===== config.mk =====
export PLATFORM = sky130hd
export DESIGN_NAME = prog_loader
export DESIGN_NICKNAME = d
export VERILOG_FILES = /design/src/rtl/prog_loader.sv
export SDC_FILE = /design/constraint.sdc
export NUM_CORES = 1
export LEC_CHECK = 0
export ABC_AREA = 1
export BUFFER_PORTS_ARGS = -buffer_cell sky130_fd_sc_hd__buf_2
export CORE_AREA = 2 2 118 120
export DETAILED_ROUTE_END_ITERATION = 8
export DIE_AREA = 0 0 120 122
export PLACE_DENSITY = 0.8
export SYNTH_ARGS = -nofsm -noshare
export SYNTH_HDL_FRONTEND = slang
export SYNTH_SLANG_ARGS = --single-unit
export TNS_END_PERCENT = 30

===== constraint.sdc =====
create_clock -name clk -period 2.9 [get_ports clk]
set_clock_uncertainty 0.1 [all_clocks]
set_input_delay 0.145 -clock clk [delete_from_list [all_inputs] [get_ports clk]]
set_output_delay 0.145 -clock clk [all_outputs]
set_load 0.005 [all_outputs]

===== src/rtl/prog_loader.sv =====
// rtl/prog_loader.sv - streamed image writer with readback checksum verify and core reset hold
module prog_loader #(
    parameter int ADDR_WIDTH = 16,
    parameter int DATA_WIDTH = 8,
    parameter int VERIFY     = 1
) (
    input  logic                  clk,
    input  logic                  reset,
    input  logic                  start,
    input  logic [ADDR_WIDTH-1:0] base_addr,
    input  logic [ADDR_WIDTH-1:0] length,
    input  logic                  din_valid,
    input  logic [DATA_WIDTH-1:0] din,
    output logic                  din_ready,
    output logic                  mem_we,
    output logic [ADDR_WIDTH-1:0] mem_addr,
    output logic [DATA_WIDTH-1:0] mem_dout,
    input  logic [DATA_WIDTH-1:0] mem_din,
    output logic                  busy,
    output logic                  done,
    output logic                  error,
    output logic                  cpu_reset_n
);

    localparam logic [2:0] IDLE       = 3'd0;
    localparam logic [2:0] WRITE      = 3'd1;
    localparam logic [2:0] VERIFY_REQ = 3'd2;
    localparam logic [2:0] VERIFY_CHK = 3'd3;
    localparam logic [2:0] DONE       = 3'd4;
    localparam logic [2:0] ERROR      = 3'd5;

    logic [2:0]            state;
    logic [2:0]            state_nxt;
    logic [ADDR_WIDTH-1:0] base;
    logic [ADDR_WIDTH-1:0] len;
    logic [ADDR_WIDTH-1:0] count;
    logic [ADDR_WIDTH-1:0] rcount;
    logic [ADDR_WIDTH-1:0] count_inc;
    logic [ADDR_WIDTH-1:0] rcount_inc;
    logic [DATA_WIDTH-1:0] sum;
    logic [DATA_WIDTH-1:0] rd_sum;
    logic [DATA_WIDTH-1:0] rd_sum_nxt;
    logic                  handshake;
    logic                  accept_start;

    assign din_ready    = (state == WRITE);
    assign handshake    = din_valid && din_ready;
    assign accept_start = start && ((state == IDLE) || (state == DONE) || (state == ERROR));
    assign count_inc    = count + ADDR_WIDTH'(1);
    assign rcount_inc   = rcount + ADDR_WIDTH'(1);
    assign rd_sum_nxt   = rd_sum + mem_din;

    always_comb begin
        state_nxt = state;
        case (state)
            IDLE, DONE, ERROR: begin
                if (start) begin
                    state_nxt = (length == '0) ? DONE : WRITE;
                end
            end
            WRITE: begin
                if (handshake && (count_inc == len)) begin
                    state_nxt = (VERIFY != 0) ? VERIFY_REQ : DONE;
                end
            end
            VERIFY_REQ: state_nxt = VERIFY_CHK;
            VERIFY_CHK: begin
                if (rcount_inc < len) begin
                    state_nxt = VERIFY_REQ;
                end else begin
                    state_nxt = (rd_sum_nxt == sum) ? DONE : ERROR;
                end
            end
            default: state_nxt = IDLE;
        endcase
    end

    // Status outputs are registered from the next state so they line up with the state register.
    always_ff @(posedge clk) begin
        if (reset) begin
            state       <= IDLE;
            base        <= '0;
            len         <= '0;
            count       <= '0;
            rcount      <= '0;
            sum         <= '0;
            rd_sum      <= '0;
            mem_we      <= 1'b0;
            mem_addr    <= '0;
            mem_dout    <= '0;
            busy        <= 1'b0;
            done        <= 1'b0;
            error       <= 1'b0;
            cpu_reset_n <= 1'b0;
        end else begin
            state       <= state_nxt;
            mem_we      <= 1'b0;
            busy        <= (state_nxt == WRITE) || (state_nxt == VERIFY_REQ) ||
                           (state_nxt == VERIFY_CHK);
            done        <= (state_nxt == DONE);
            error       <= (state_nxt == ERROR);
            cpu_reset_n <= (state_nxt == DONE);

            if (accept_start) begin
                base   <= base_addr;
                len    <= length;
                count  <= '0;
                rcount <= '0;
                sum    <= '0;
                rd_sum <= '0;
            end

            case (state)
                WRITE: begin
                    if (handshake) begin
                        mem_we   <= 1'b1;
                        mem_addr <= base + count;
                        mem_dout <= din;
                        sum      <= sum + din;
                        count    <= count_inc;
                    end
                end
                VERIFY_REQ: mem_addr <= base + rcount;
                VERIFY_CHK: begin
                    rd_sum <= rd_sum_nxt;
                    rcount <= rcount_inc;
                end
                default: ;
            endcase
        end
    end

endmodule


Word-level counts from Yosys, hierarchy flattened --
Index checks and enable logic that the tools add are counted.
Storage, ports and cells: register bits after elaboration 111, input bits 52, word-level logic and storage cells 68
Operators by class: add/sub/neg operators 6, $lt $le $gt $ge 1, equal/unequal tests 13, mux-type cells 19, bitwise gates (word level) 1, reduce and logical (&&, ||, !) cells 15
Operator list (count):
- $mux W16 | 6
- $mux W8 | 5
- $add A16 B1 Y16 const B | 2
- $add A16 B16 Y16 | 2
- $pmux W16 S2 | 1
- $add A8 B8 Y8 | 2
- $eq A16 B16 Y1 | 1
- $logic_not A16 Y1 | 1
- $lt A16 B16 Y1 | 1
- $eq A3 B2 Y1 const B | 4
- $eq A3 B3 Y1 const B | 4
- $mux W3 | 4
- $pmux W3 S4 | 1
- $eq A8 B8 Y1 | 1
- $eq A3 B1 Y1 const B | 2
- $logic_or A1 B1 Y1 | 4
- $reduce_and A2 Y1 | 2
- $reduce_bool A2 Y1 | 2
- $logic_and A1 B1 Y1 | 3
- $logic_not A3 Y1 | 1
- $reduce_or A3 Y1 | 1
- $mux W1 | 2
- $ne A2 B1 Y1 const B | 1
- $reduce_or A2 Y1 | 1
- $not A1 Y1 | 1

Longest topological paths before layout --
depth after elaboration 8, mapped depth 22, gate-level depth less buffers 22

Worst setup path after synthesis --
No wires, ideal clock.
path kind register -> register, from register rcount[0], to register busy, library setup time 112 ps, arrival 2565 ps, required time 2688 ps, slack 124 ps, stages on the path, launching flop included 20, buffers on the path 0, clock period less this slack 2776 ps, cell sequence dfxtp_1 inv_1 nor3_4 nand3_1 nor3_1 nand3_1 nor2_1 xor2_1 inv_1 ha_1 a21oi_1 o21ai_0 a21oi_1 nand2_1 nand2_1 inv_1 a21oi_2 nand2_2 nor2_1 nor2_1
Between the ends: cells in the longest elaborated chain, start to end 7, elaborated cells between the ends (all ways) 9
RTL lines:
- from (decl) | RTL line 37 | logic [ADDR_WIDTH-1:0] rcount;
- from (signal assigned) | RTL line 126 | rcount <= rcount_inc;
- $add A16 B1 Y16 (*) | RTL line 50 | assign rcount_inc = rcount + ADDR_WIDTH'(1);
- $lt A16 B16 Y1 (*) | RTL line 68 | if (rcount_inc < len) begin
- $mux W3 (*) | RTL line 68
- $pmux W3 S4 (*) | RTL line 55 | case (state)
- $eq A3 B1 Y1 or $eq A3 B2 Y1 (tied branches) | RTL line 98 | busy <= (state_nxt == WRITE) || (state_nxt == VERIFY_REQ) ||
- $logic_or A1 B1 Y1 | RTL line 98
- $logic_or A1 B1 Y1 (*) | RTL line 98
- to (signal assigned) | RTL line 98
- to (decl) | RTL line 19 | output logic busy,
Every way passes the cells marked *; elsewhere a longest branch is shown, timed or not. A chain may end at the register's enable or synchronous reset.

Final worst setup path --
from register rcount[2], to register busy
Same word-level chain as after synthesis.

==> flow_summary.yaml <==
run_status:
  status: "completed"
sta:
  slew_headroom_pct: 42.4
  tightest_slew_ns: 0.863
  period_share_pct: 99.2
  setup_viol: 0
  final.min_clock_period_ns: 2.88
  rsz0062_at_grt: "yes"
  hold_viol_final: 0
  whs_ns: 0.00849
  fmax_ghz: 0.347
  slew_viol_final: 0
layout:
  fin_nets: 1283
  drive_above_1_share_pct: 14.4
  postLayoutCellArea_mm2: 0.00850
  antennaDiodeCount: 0
  areaGrowthSynthToFinish_pct: 21.1
  fin_cells: 1365
setup_path:
  cp.required_ns: 3.06
  worstSetupPathType: "flop to flop"
  setup.worst_path.start_class: "flop"
  rr_endpoint: "busy"
  worstPathMaxFanout: 3
  ff2ff_path_depth: 19
  critPathArrivalTime_ns: 3.04
  cp-end-kind: "flop"
  slowest_delay_ns: 0.35
  crit_chain: "inv_1, nor3_4, nand3_2, nor3_4, nand3_2, nor2_2, xor2_1, inv_1, ha_4, a21oi_4, o21ai_2, a21oi_2, nand2_2, nand2_2, inv_2, a21oi_4, nand2_2, nor2_1, nor2_1"
  cp_common_cell: "nand2_2"
  r2r_slack_ns: 0.02
  r2r_start: "rcount[2]"
  slowest_stage: "dfxtp_2"
worst_hold_path:
  hold_end: "len[3]"
  hp-start: "length[3]"
  hold_path_class: "input port to flop"
  hold_depth: 3
floorplanning:
  start_util_pct: 52.0
  dieArea_mm2: 0.0146
  die_y_um: 122
  fp.dieW_um: 120
  ios: 82
  num_rows: 43
  coreArea_mm2: 0.0135
drt:
  viasPerCell: 5.32
  post_drt_wl_per_cell_um: 14.6
  dr.first_iter.drc_count: 422
  wirelength_um: 19900
  drc_errors: 0
  num_vias: 7257
  firstDrtPassIters: 5
  ant_nets: 0
synthesis:
  synth_cell_type_count: 46
  synth_cells: 1066
  async_reset_ff_share_pct: 0
  avgSynthCellArea_um2: 6.59
  synth_warnings: 0
  synthesis.area_mm2: 0.00702
  yosysSeqAreaShare_pct: 31.6
  synth-seq-cells: 111
  synth_fp_nets: 1167
  ys.flop_type: "dfxtp_1"
  synth-edff-count: 0
global_route:
  grt.total_usage_pct: 27.5
  antenna_found_initial: 0
  grt-ovfl-total: 0
  grt_pass1_wl_um: 31900
  grt_pass1_vias: 6914
  grt_max_degree: 55
clocking:
  clockBufferDepth: 2
  cts.sinks: 111
  root_buffer: "clkbuf_16"
  cts_tree: "done"
  clk_latency_ns: 0.36
  htreeDepth: 3
  cts_made_buffers: 9
  path_clk_slew_ns: 0.07
place:
  portBuffers: 81
  gp_congestion: 0.938
  dp_hpwl_um: 14600
  dpl.cell_count: 1318
  dpl_cell_area_mm2: 0.00770
power_and_ir_drop:
  leakage_nw: 4.02
  powerDensity_mw_per_mm2: 415
  peakVddDrop_mv: 0.260
job:
  drv_cap: 0
[routing by layer]
metal | vias up | global-route usage [%] | wire, µm
li1 | 3729 | - | -
met1 | 3271 | 32.2 | 8600
met2 | 213 | 49.4 | 9840
met3 | 44 | 3.84 | 872
met4 | 0 | 13.6 | 631
met5 | - | 0 | 0
[area by class of cell]
cell class	instances	area, µm²
Clock inverter	3	45.0
Sequential cell	111	2230
Timing Repair Buffer	139	922
Inverter	145	544
Clock buffer	11	243
Tap cell	180	225
Multi-Input combinational cell	776	4290
Fill cell	1232	5000
[registers in the layout, indices dropped and copies added (netlist names), 3 cells and up]
| register | cells |
|---|---|
| base | 16 |
| count | 16 |
| len | 16 |
| mem_addr | 16 |
| mem_dout | 8 |
| rcount | 16 |
| rd_sum | 8 |
| state | 3 |
| sum | 8 |
[worst max-delay path, delay by kind of cell (launching register included)]
kind | cells | cell delay, ns
buffers and inverters | 3 | 0.23
adder cells (fa/ha/maj) | 1 | 0.23
flip-flops | 1 | 0.35
AO/OA/AOI/OAI | 4 | 0.54
AND/OR/NAND/NOR | 10 | 1.17
XOR/XNOR | 1 | 0.16
[logic make-up (layout without fill, tap and decap cells)]
group                    Yosys count  in the layout  share of synthesized area (%)
AO/OA/AOI/OAI                    211            211                           16.9
adder cells (fa/ha/maj)           49             49                           9.05
buffers and inverters            179            298                           9.84
AND/OR/NAND/NOR                  491            491                           29.4
flip-flops                       111            111                           31.6
XOR/XNOR                          25             25                           3.12
[power breakdown]
group          leakage (nW)  internal [mW]  switching, mW
Sequential            0.907           1.60         0.0490
Clock                 0.134          0.685          0.574
Combinational          2.98          0.239          0.379
Total                  4.02           2.52           1.00
[cell usage after synthesis, types with 3 or more instances]
cell | n | area share [%]
a21oi_1 | 92 | 6.6
a22o_1 | 7 | 0.87
buf_1 | 5 | 0.27
buf_2 | 8 | 0.57
clkbuf_1 | 18 | 0.96
dfxtp_1 | 111 | 32
fa_1 | 3 | 0.86
ha_1 | 46 | 8.2
inv_1 | 143 | 7.6
nand2_1 | 302 | 16
nand2_2 | 3 | 0.27
nand3_1 | 72 | 5.1
nand3b_1 | 4 | 0.43
nand4_1 | 20 | 1.8
nor2_1 | 72 | 3.8
nor3_1 | 7 | 0.50
o211ai_1 | 5 | 0.53
o21ai_0 | 73 | 5.2
o21bai_1 | 6 | 0.64
o22ai_1 | 3 | 0.27
o31ai_1 | 7 | 0.75
o32ai_1 | 7 | 0.87
xnor2_1 | 8 | 1.0
xor2_1 | 17 | 2.1
[timing repair]
item / 4_1_cts / 5_1_grt
endpoints found under the hold margin: 31 / 0
buffers inserted: 0 / 2
hold buffers: 31 / 0
pin swaps: 2 / 26
resized for setup: 8 / 46
endpoints found under the setup margin: 5 / 14
[cell usage in the layout (no fill, tap or decap), types with 4 or more instances in the layout]
master and instances:
nand2_1 297, inv_1 140, dfxtp_1 108, a21oi_1 86, buf_2 81, nand3_1 67, nor2_1 67, o21ai_0 65
ha_1 43, dlygate4sd3_1 31, buf_4 26, nand4_1 20, xor2_1 17, clkbuf_16 9, o21ai_1 8, nand2_2 8
xnor2_1 8, o31ai_1 7, o32ai_1 7, a22o_1 7, o21bai_1 6, a21oi_2 5, o211ai_1 5, nor3_1 5
inv_2 4, nand3b_1 4, nand3_2 4, nor2_4 4, nor2_2 4
[how the worst max path moves through the flow]
stage              start  slack (ns)      endpoint  cells past startpoint
6_report       rcount[2]        0.02          busy                     19
5_1_grt        rcount[2]       -0.21          busy                     19
3_3_place_gp   rcount[0]      -0.003          busy                     22
4_1_cts        rcount[0]      -0.007   cpu_reset_n                     21
3_5_place_dp    state[1]       -0.05  mem_addr[10]                     13
2_1_floorplan  rcount[0]        0.12          busy                     19
[per-stage QoR]
| step | util (%) | setup WS, ns | setup TNS [ns] | power, mW |
|---|---|---|---|---|
| floorplan | - | 0.124 | 0 | 2.05 |
| finish | 62.9 | 0.0218 | 0 | 3.52 |
| global placement | 57.0 | -0.00300 | -0.00300 | 2.23 |
| global route | 62.9 | -0.205 | -0.944 | 3.68 |
| detailed placement | 57.0 | -0.0467 | -0.125 | 2.24 |
| CTS | 61.5 | -0.00672 | -0.00982 | 3.51 |
(Power assumes the default switching activity.)
